==> src/rtl/car_cmd_tx_if.sv <==
// Button inputs and UART/status outputs of the car command transmitter.
// busy is high for exactly the cycles a frame occupies tx_pin; there is no back-pressure.
interface car_cmd_tx_if;
    logic        btn_fwd;
    logic        btn_back;
    logic        btn_left;
    logic        btn_right;
    logic        btn_center;
    logic        tx_pin;
    logic        busy;
    logic [7:0]  last_cmd;
    logic [15:0] cmd_count;
    logic [1:0]  state_dbg;

    modport master (
        output btn_fwd, btn_back, btn_left, btn_right, btn_center,
        input  tx_pin, busy, last_cmd, cmd_count, state_dbg
    );

    modport slave (
        input  btn_fwd, btn_back, btn_left, btn_right, btn_center,
        output tx_pin, busy, last_cmd, cmd_count, state_dbg
    );
endinterface

==> src/rtl/car_cmd_tx.sv <==
// Push-button to command-byte encoder with an 8N1 UART transmitter,
// change-triggered sends and auto-repeat while steering is held.
module car_cmd_tx #(
    parameter int SYS_CLK_FREQ  = 100_000_000,
    parameter int BAUD_RATE     = 921600,
    parameter int REPEAT_CYCLES = 5_000_000
) (
    input logic         sys_clk,
    input logic         rst_n,
    car_cmd_tx_if.slave bus
);
    localparam int BAUD_DIV = SYS_CLK_FREQ / BAUD_RATE;
    localparam int TW = (BAUD_DIV > 1) ? $clog2(BAUD_DIV) : 1;
    localparam int RW = (REPEAT_CYCLES > 1) ? $clog2(REPEAT_CYCLES) : 1;
    localparam logic [TW-1:0] TMR_LAST = TW'(BAUD_DIV - 1);
    localparam logic [RW-1:0] RPT_LAST = RW'(REPEAT_CYCLES - 1);

    localparam logic [2:0] M_FWD   = 3'b011;
    localparam logic [2:0] M_BACK  = 3'b110;
    localparam logic [2:0] M_HALT  = 3'b101;
    localparam logic [2:0] S_LEFT  = 3'b011;
    localparam logic [2:0] S_RIGHT = 3'b110;
    localparam logic [2:0] S_STR   = 3'b101;
    localparam logic [2:0] S_NONE  = 3'b000;

    typedef enum logic [1:0] {IDLE, START, DATA, STOP} state_t;
    state_t state, state_d;

    // Button order: {center, right, left, back, fwd}
    logic [4:0]    btn_meta, btn_sync;
    logic [2:0]    motor, servo, prev_servo, sent_motor;
    logic          prev_center, steer, prev_steer, trigger, load, tmr_last;
    logic [7:0]    cmd_byte, shifter;
    logic [TW-1:0] bit_tmr;
    logic [2:0]    bit_idx;
    logic [RW-1:0] rpt_cnt;
    logic          pending, tx_q, busy_q;
    logic [7:0]    last_cmd_q;
    logic [15:0]   cmd_count_q;

    always_ff @(posedge sys_clk or negedge rst_n) begin
        if (!rst_n) begin
            btn_meta <= '0;
            btn_sync <= '0;
        end else begin
            btn_meta <= {bus.btn_center, bus.btn_right, bus.btn_left, bus.btn_back, bus.btn_fwd};
            btn_sync <= btn_meta;
        end
    end

    always_comb begin
        motor = M_HALT;
        if (btn_sync[0] && !btn_sync[1])      motor = M_FWD;
        else if (btn_sync[1] && !btn_sync[0]) motor = M_BACK;
        servo = S_NONE;
        if (btn_sync[4])                      servo = S_STR;
        else if (btn_sync[2] && !btn_sync[3]) servo = S_LEFT;
        else if (btn_sync[3] && !btn_sync[2]) servo = S_RIGHT;
    end

    assign steer      = (servo == S_LEFT) || (servo == S_RIGHT);
    assign prev_steer = (prev_servo == S_LEFT) || (prev_servo == S_RIGHT);
    assign cmd_byte   = {motor, servo, 2'b00};

    // A direct left<->right swap keeps steer high, so it needs its own term.
    assign trigger = (motor != sent_motor)
                   || (btn_sync[4] && !prev_center)
                   || (steer && !prev_steer)
                   || (steer && prev_steer && (servo != prev_servo))
                   || (steer && (rpt_cnt == RPT_LAST));

    assign tmr_last = (bit_tmr == TMR_LAST);

    always_ff @(posedge sys_clk or negedge rst_n) begin
        if (!rst_n) state <= IDLE;
        else        state <= state_d;
    end

    always_comb begin
        state_d = state;
        load    = 1'b0;
        case (state)
            IDLE: begin
                if (pending || trigger) begin
                    load    = 1'b1;
                    state_d = START;
                end
            end
            START:   if (tmr_last) state_d = DATA;
            DATA:    if (tmr_last && (bit_idx == 3'd7)) state_d = STOP;
            STOP:    if (tmr_last) state_d = IDLE;
            default: state_d = IDLE;
        endcase
    end

    always_ff @(posedge sys_clk or negedge rst_n) begin
        if (!rst_n) begin
            prev_servo  <= S_NONE;
            prev_center <= 1'b0;
            rpt_cnt     <= '0;
            pending     <= 1'b0;
        end else begin
            prev_servo  <= servo;
            prev_center <= btn_sync[4];
            if (trigger || !steer) rpt_cnt <= '0;
            else                   rpt_cnt <= rpt_cnt + RW'(1);
            if (load)         pending <= 1'b0;
            else if (trigger) pending <= 1'b1;
        end
    end

    always_ff @(posedge sys_clk or negedge rst_n) begin
        if (!rst_n) begin
            tx_q        <= 1'b1;
            busy_q      <= 1'b0;
            last_cmd_q  <= 8'h00;
            cmd_count_q <= 16'h0000;
            sent_motor  <= M_HALT;
            shifter     <= 8'h00;
            bit_tmr     <= '0;
            bit_idx     <= 3'd0;
        end else if (load) begin
            shifter     <= cmd_byte;
            last_cmd_q  <= cmd_byte;
            sent_motor  <= motor;
            cmd_count_q <= cmd_count_q + 16'd1;
            tx_q        <= 1'b0;
            busy_q      <= 1'b1;
            bit_tmr     <= '0;
            bit_idx     <= 3'd0;
        end else if (state != IDLE) begin
            if (tmr_last) begin
                bit_tmr <= '0;
                case (state)
                    START: tx_q <= shifter[0];
                    DATA: begin
                        if (bit_idx == 3'd7) begin
                            tx_q <= 1'b1;
                        end else begin
                            tx_q    <= shifter[1];
                            shifter <= {1'b0, shifter[7:1]};
                            bit_idx <= bit_idx + 3'd1;
                        end
                    end
                    STOP:    busy_q <= 1'b0;
                    default: tx_q <= 1'b1;
                endcase
            end else begin
                bit_tmr <= bit_tmr + TW'(1);
            end
        end
    end

    assign bus.tx_pin    = tx_q;
    assign bus.busy      = busy_q;
    assign bus.last_cmd  = last_cmd_q;
    assign bus.cmd_count = cmd_count_q;
    assign bus.state_dbg = state;
endmodule

==> src/flat_wrapper.sv <==
// flat-port wrapper written by rule: the top's interface ports become plain ports
module car_cmd_tx_flat 
#(
    parameter int SYS_CLK_FREQ  = 100_000_000,
    parameter int BAUD_RATE     = 921600,
    parameter int REPEAT_CYCLES = 5_000_000
)
  (sys_clk, rst_n, bus_btn_fwd, bus_btn_back, bus_btn_left, bus_btn_right, bus_btn_center, bus_tx_pin, bus_busy, bus_last_cmd, bus_cmd_count, bus_state_dbg);
  car_cmd_tx_if bus_i ();
  input logic sys_clk;
  input logic rst_n;
  input wire logic [$bits(bus_i.btn_fwd)-1:0] bus_btn_fwd;
  input wire logic [$bits(bus_i.btn_back)-1:0] bus_btn_back;
  input wire logic [$bits(bus_i.btn_left)-1:0] bus_btn_left;
  input wire logic [$bits(bus_i.btn_right)-1:0] bus_btn_right;
  input wire logic [$bits(bus_i.btn_center)-1:0] bus_btn_center;
  output wire logic [$bits(bus_i.tx_pin)-1:0] bus_tx_pin;
  output wire logic [$bits(bus_i.busy)-1:0] bus_busy;
  output wire logic [$bits(bus_i.last_cmd)-1:0] bus_last_cmd;
  output wire logic [$bits(bus_i.cmd_count)-1:0] bus_cmd_count;
  output wire logic [$bits(bus_i.state_dbg)-1:0] bus_state_dbg;
  assign bus_i.btn_fwd = bus_btn_fwd;
  assign bus_i.btn_back = bus_btn_back;
  assign bus_i.btn_left = bus_btn_left;
  assign bus_i.btn_right = bus_btn_right;
  assign bus_i.btn_center = bus_btn_center;
  assign bus_tx_pin = bus_i.tx_pin;
  assign bus_busy = bus_i.busy;
  assign bus_last_cmd = bus_i.last_cmd;
  assign bus_cmd_count = bus_i.cmd_count;
  assign bus_state_dbg = bus_i.state_dbg;
  car_cmd_tx #(.SYS_CLK_FREQ(SYS_CLK_FREQ), .BAUD_RATE(BAUD_RATE), .REPEAT_CYCLES(REPEAT_CYCLES)) u_core (.sys_clk(sys_clk), .rst_n(rst_n), .bus(bus_i));
endmodule
==> config.mk <==
export PLATFORM = sky130hd
export DESIGN_NAME = car_cmd_tx_flat
export DESIGN_NICKNAME = d
export VERILOG_FILES = /design/src/rtl/car_cmd_tx_if.sv /design/src/rtl/car_cmd_tx.sv /design/src/flat_wrapper.sv
export SDC_FILE = /design/constraint.sdc
export NUM_CORES = 1
export LEC_CHECK = 0
export ABC_AREA = 1
export BUFFER_PORTS_ARGS = -buffer_cell sky130_fd_sc_hd__buf_2
export CORE_UTILIZATION = 30
export DETAILED_ROUTE_END_ITERATION = 10
export PLACE_DENSITY = 0.49
export SLEW_MARGIN = 20
export SYNTH_ARGS = -nofsm -noshare
export SYNTH_HDL_FRONTEND = slang
export SYNTH_SLANG_ARGS = --single-unit
==> constraint.sdc <==
create_clock -name sys_clk -period 3.6 [get_ports sys_clk]
set_input_delay 0.54 -clock sys_clk [delete_from_list [all_inputs] [get_ports sys_clk]]
set_output_delay 0.54 -clock sys_clk [all_outputs]
set_load 0.01 [all_outputs]
==> results.cfg, run 1 <==
[grt]
grt_max_degree = 71
grt.total_usage = 0.130
grt_pass1_vias = 3186
use_met3 = 0.0423
grtUsageMet2 = 0.212
grt_pass1_wl_um = 15000
top_usage_layer = met2
antenna_found_initial = 0
grt_util_met1 = 0.161
grt.overflow.total = 0

[logic_synthesis]
synth.most_common_cell = nand2_1
ys_seq_elements = 84
synth.top_cell.area_share = 0.475
synth_cell_types = 39
synth_edf_count = 0
synthArstFlopShare = 1.00
synthCells = 509
yosysWarningCount = 0
synth.largest_area_cell = dfrtp_1
synth_commonest_cells = nand2_1 (124), dfrtp_1 (81), inv_1 (58), nor2_1 (52), nand3_1 (41)
syn_area_mm2 = 0.00427
avgSynthCellArea_um2 = 8.39
synth_top_flop_cell = dfrtp_1
synth-seq-area-share = 0.493
synthTopCellsByArea = dfrtp_1 (47%), nand2_1 (11%), inv_1 (5.1%)

[die]
start_util = 0.308
die_h_um = 121
io_pins = 35
core_mm2 = 0.0139
rows = 43
die_area_mm2 = 0.0147
fp.dieW_um = 121

[worst_setup_path]
r2r_cells = 9
crit_chain = inv_1 > ha_1 > nand2_1 > o21ai_0 > nor3_2 > nand3_1 > inv_1 > o21ai_0 > nor2_1
arrival_ps = 2820
cp-end-kind = flop
cp_slowest_cell = nand3_1
cp-start-kind = flop
reg2reg_slack_ps = 1050
cp_slowest_stage_delay_ps = 720
r2r_start = u_core.btn_sync[0]$_DFF_PN0_
path_class = reg2reg
cp_max_fo = 21
r2r_end = u_core.rpt_cnt[20]$_DFF_PN0_
critPathRequiredTime_ps = 3880

[final_layout]
drive_above_1_share = 0.112
final_area_mm2 = 0.00484
area_delta_synth_final_pct = 13.3
antenna_cells = 0
num-fill-cells = 1443
fin_nets = 560

[sta]
finClkSkew_ps = 8.75
whs_ps = 280
worst_slew_pin_slew_ps = 923
max_slew_margin = 0.383
finalSetupTns_ps = 0
post-route-period-util = 0.707
setup_ws_ps = 1050
setup_violations = 0
grt_setup_unrepaired = no
fmax_ghz = 0.393
final.min_clock_period_ps = 2550
hold_viol = 0
drv_slew = 0

[clock_tree]
htree_levels = 3
cts_setup_buffers = 0
cts_tree = built
cts.sinks = 84
cts_resized = 0
clkTransAtPathRegs_ps = 60
root_buffer = clkbuf_16
numCtsBuffers = 9
hold_buffers = 0
cts_buffer_depth = 2
insertion_delay_ps = 340

[placed_design]
place_congestion = 0.755
postPlaceCellArea_mm2 = 0.00457
portBuffers = 32
post-place-ws_ps = 1070
dp_hpwl_um = 5780

[routing]
route.detailed.drc = 0
wl_um = 8440
vias = 3286
drt_pass1_iterations = 4
drt-wirelength-per-cell_um = 11.6
first_iter_violations = 166
via_per_inst = 4.53
drtAntennaViolNets = 0

[power]
p_per_area_mw_per_mm2 = 381
p_int_mw = 1.45
sequentialPowerShare = 0.519
p_comb_frac = 0.025
finalPower_mw = 1.84
ir_worst_vdd_uv = 289
swShare = 0.215
p_leak_nw = 2.30
p_sw_mw = 0.396
p_clk_frac = 0.456

[job]
maxCapViolCount = 0

[status]
status = completed

[hold_path]
hold_class = in2async
## stage by stage
stage               std cells  utilization
finish                    725        0.348
global route              725        0.348
CTS                       725        0.348
detailed placement        709        0.329
global placement          709        0.329
floorplan                 510            -
## layout make-up
| type | count | area [um^2] | area share |
|---|---|---|---|
| flip-flops and latches | 84 | 2110 | 0.435 |
| multi-input cells | 351 | 1830 | 0.379 |
| clock buffers | 13 | 250 | 0.0517 |
| well taps | 180 | 225 | 0.0466 |
| inverters | 59 | 221 | 0.0458 |
| repair buffers | 35 | 185 | 0.0383 |
| clock inverters | 3 | 15.0 | 0.00310 |
## kinds of logic (layout without fill, tap and decap cells)
family | after synthesis | in the layout | share of synthesized area
xor+xnor | 23 | 23 | 0.0472
other cells | 1 | 2 | 0.000878
fa+ha+maj | 13 | 13 | 0.0381
simple gates | 264 | 264 | 0.278
flops | 84 | 84 | 0.493
compound gates | 49 | 49 | 0.0639
buf+inv | 75 | 110 | 0.0783
## power by group through the flow
stage | sequential [mW] | clock, mW | combinational, mW
floorplan | 0.973 | 0 | 0.0219
global route | 0.957 | 0.915 | 0.0545
finish | 0.957 | 0.841 | 0.0459
detailed placement | 0.974 | 0 | 0.0486
global placement | 0.974 | 0 | 0.0479
CTS | 0.956 | 0.884 | 0.0488
## per-layer routing
| layer | part of all wire | vias up | routed length (um) |
|---|---|---|---|
| met1 | 0.48 | 1534 | 4080 |
| met2 | 0.46 | 43 | 3900 |
| met3 | 0.041 | 13 | 343 |
| met4 | 0.014 | 0 | 115 |
| li1 | - | 1696 | - |
| met5 | 0 | - | 0 |
## worst max path at each step
stage / cells past startpoint / from / end
floorplan: 8 / u_core.bit_idx[0]$_DFFE_PN0P_ / u_core.shifter[5]$_DFFE_PN0P_
global placement: 9 / u_core.btn_sync[0]$_DFF_PN0_ / u_core.rpt_cnt[20]$_DFF_PN0_
detailed placement: 7 / u_core.btn_sync[0]$_DFF_PN0_ / u_core.rpt_cnt[12]$_DFF_PN0_
CTS: 9 / u_core.btn_sync[0]$_DFF_PN0_ / u_core.rpt_cnt[20]$_DFF_PN0_
global route: 13 / u_core.btn_sync[2]$_DFF_PN0_ / u_core.rpt_cnt[20]$_DFF_PN0_
finish: 9 / u_core.btn_sync[0]$_DFF_PN0_ / u_core.rpt_cnt[20]$_DFF_PN0_
## layout by cell type, fill, tap and decap left out, types with 2 or more instances in the layout
cell	n
clkinv_2	3
clkbuf_1	3
nor2_1	52
clkbuf_16	9
nand3b_1	3
nand2_2	2
o21ai_1	9
a211oi_1	2
nand4_1	12
nand3_1	41
o21ai_0	16
dfstp_2	3
conb_1	2
o21a_1	2
nand2_1	124
buf_2	31
inv_1	58
a21oi_1	12
buf_4	4
a22oi_1	4
a31oi_1	2
xnor2_1	9
ha_1	13
nor3_1	14
dfrtp_1	81
xor2_1	14
nor3b_1	6
## critical path, delay by kind of cell (launching register included)
family	cells	cell delay, ps
adders and majority gates	1	330
DFF	1	350
and+or+nand+nor	4	1240
AOI/OAI and AO/OA	2	220
buffers and inverters	2	350
## registers in the layout (all words and copies together) (netlist names), 5 cells and up
signal,flops
u_core.btn_meta,5
u_core.bus.last_cmd,5
u_core.bit_tmr,7
u_core.rpt_cnt,23
u_core.shifter,8
u_core.btn_sync,5
u_core.bus.cmd_count,16
(Power assumes the default switching activity.)
==> run 2, diff against run 1 <==
Clock period 3.6 ns to 2.63 ns, I/O delays scaled along.
==> results.cfg, run 2 (synthesis results as in run 1) <==
[status]
status = completed

[sta]
grt_setup_unrepaired = no
fmax_ghz = 0.433
finalSetupTns_ps = 0
max_slew_margin = 0.635
post-route-period-util = 0.878
final.min_clock_period_ps = 2310
finClkSkew_ps = 3.67
hold_viol = 0
setup_violations = 0
drv_slew = 0
worst_slew_pin_slew_ps = 547

[final_layout]
final_cell_mix = nand2_1 (124), dfrtp_1 (81), inv_1 (58)
largest-register = u_core.rpt_cnt
layout.cells.most_common = nand2_1
drive_above_1_share = 0.115
largest_reg_flops = 23
layoutNonFillerInstCount = 727
area_delta_synth_final_pct = 14.8
final_area_mm2 = 0.00490
antenna_cells = 0
fin_nets = 563

[worst_setup_path]
critPathRequiredTime_ps = 2830
path_class = reg2reg
cp_max_fo = 16
crit_chain = inv_1 > ha_1 > clkinv_1 > nand3_1 > o21ai_0 > nand2_1 > o21ai_0
cp-end-kind = flop
arrival_ps = 2510
path_common_cell = o21ai_0
cp_slowest_cell = nand3_1
cp_slowest_stage_delay_ps = 540
reg2reg_slack_ps = 320
cp-start-kind = flop

[power]
p_leak_nw = 2.32
finalPower_mw = 2.61
ir_worst_vdd_uv = 310
p_per_area_mw_per_mm2 = 533

[clock_tree]
cts_buffer_depth = 2
hold_buffers = 0
insertion_delay_ps = 340
root_buffer = clkbuf_16
cts_tree = built
cts.sinks = 84
htree_levels = 3
clkTransAtPathRegs_ps = 60
numCtsBuffers = 9

[grt]
antenna_found_initial = 0
grt_max_degree = 53
grt_pass1_vias = 3215
grt_pass1_wl_um = 15200
grt.total_usage = 0.130
grt.overflow.total = 0

[die]
core_mm2 = 0.0139
rows = 43
die_h_um = 121
fp.dieW_um = 121
io_pins = 35
die_area_mm2 = 0.0147
start_util = 0.308

[placed_design]
place_congestion = 0.785
postPlaceCellArea_mm2 = 0.00461
post-place-cells = 712
portBuffers = 32
dp_hpwl_um = 5940

[routing]
wl_um = 8600
via_per_inst = 4.50
route.detailed.drc = 0
vias = 3271
drtAntennaViolNets = 0
drt_pass1_iterations = 4
drt-wirelength-per-cell_um = 11.8
first_iter_violations = 196

[job]
maxCapViolCount = 0

[hold_path]
hold_class = in2async
-- run 2: cell count changes in the layout (fill, tap and decap cells not counted) --
cell       change
bufinv_16      +1
buf_4          +2
nand2_8        +1
clkinv_2       -2
buf_12         +1
nand2_4        -1
-- run 2: metal layers --
layer / share of wire / GRT usage / routed length (um) / vias to the layer above
met1: 0.48 / 0.167 / 4130 / 1521
met5: 0 / 0 / 0 / -
met3: 0.037 / 0.0409 / 319 / 7
met4: 0.0052 / 0.0347 / 45 / 0
met2: 0.48 / 0.211 / 4110 / 42
li1: - / - / - / 1701
-- run 2: path summary, 6_finish.rpt --
check,end,startpoint,depth (start not counted)
hold reg to reg,u_core.btn_sync[0]$_DFF_PN0_,u_core.btn_meta[0]$_DFF_PN0_,0
setup reg to reg,u_core.shifter[2]$_DFFE_PN0P_,u_core.bus.state_dbg[0]$_DFFE_PN0P_,7
min in group sys_clk,u_core.btn_meta[2]$_DFF_PN0_,bus_btn_left,1
setup / recovery,u_core.shifter[2]$_DFFE_PN0P_,u_core.bus.state_dbg[0]$_DFFE_PN0P_,7
hold / removal,u_core.bit_tmr[3]$_DFFE_PN0P_,rst_n,1
max in group asynchronous,u_core.sent_motor[2]$_DFFE_PN1P_,rst_n,2
-- run 2: per-stage QoR --
| stage | util | hold WS (ps) | worst slack (ps) |
|---|---|---|---|
| global placement | 0.332 | 339 | 249 |
| global route | 0.353 | 79.0 | 55.5 |
| detailed placement | 0.332 | 335 | 240 |
| finish | 0.353 | 35.5 | 321 |
| floorplan | - | 98.9 | 876 |
| CTS | 0.352 | 48.4 | 216 |
-- run 2: layout make-up --
cell class,instances,area (um^2)
Inverter,59,221
Timing Repair Buffer,38,220
Fill cell,1466,8980
Sequential cell,84,2110
Clock buffer,13,250
Multi-Input combinational cell,351,1840
Clock inverter,2,35.0
Tap cell,180,225
-- run 2: what timing repair did --
item                       4_1_cts  5_1_grt
setup buffers                    0        0
gates resized for setup          0        1
setup endpoints to repair        0        9
-- run 2: power breakdown --
group | internal [mW] | total (mW) | leakage (nW) | switching [mW]
Combinational | 0.0176 | 0.0668 | 1.11 | 0.0491
Sequential | 1.30 | 1.31 | 1.08 | 0.00490
Clock | 0.755 | 1.23 | 0.140 | 0.478
-- run 2: critical path: cells and delay by family, from the launching register on --
kind                     cells  cell delay, ps
AND/OR/NAND/NOR              2             630
buffers and inverters        2             470
flip-flops                   1             420
adder cells (fa/ha/maj)      1             400
AO/OA/AOI/OAI                2             250
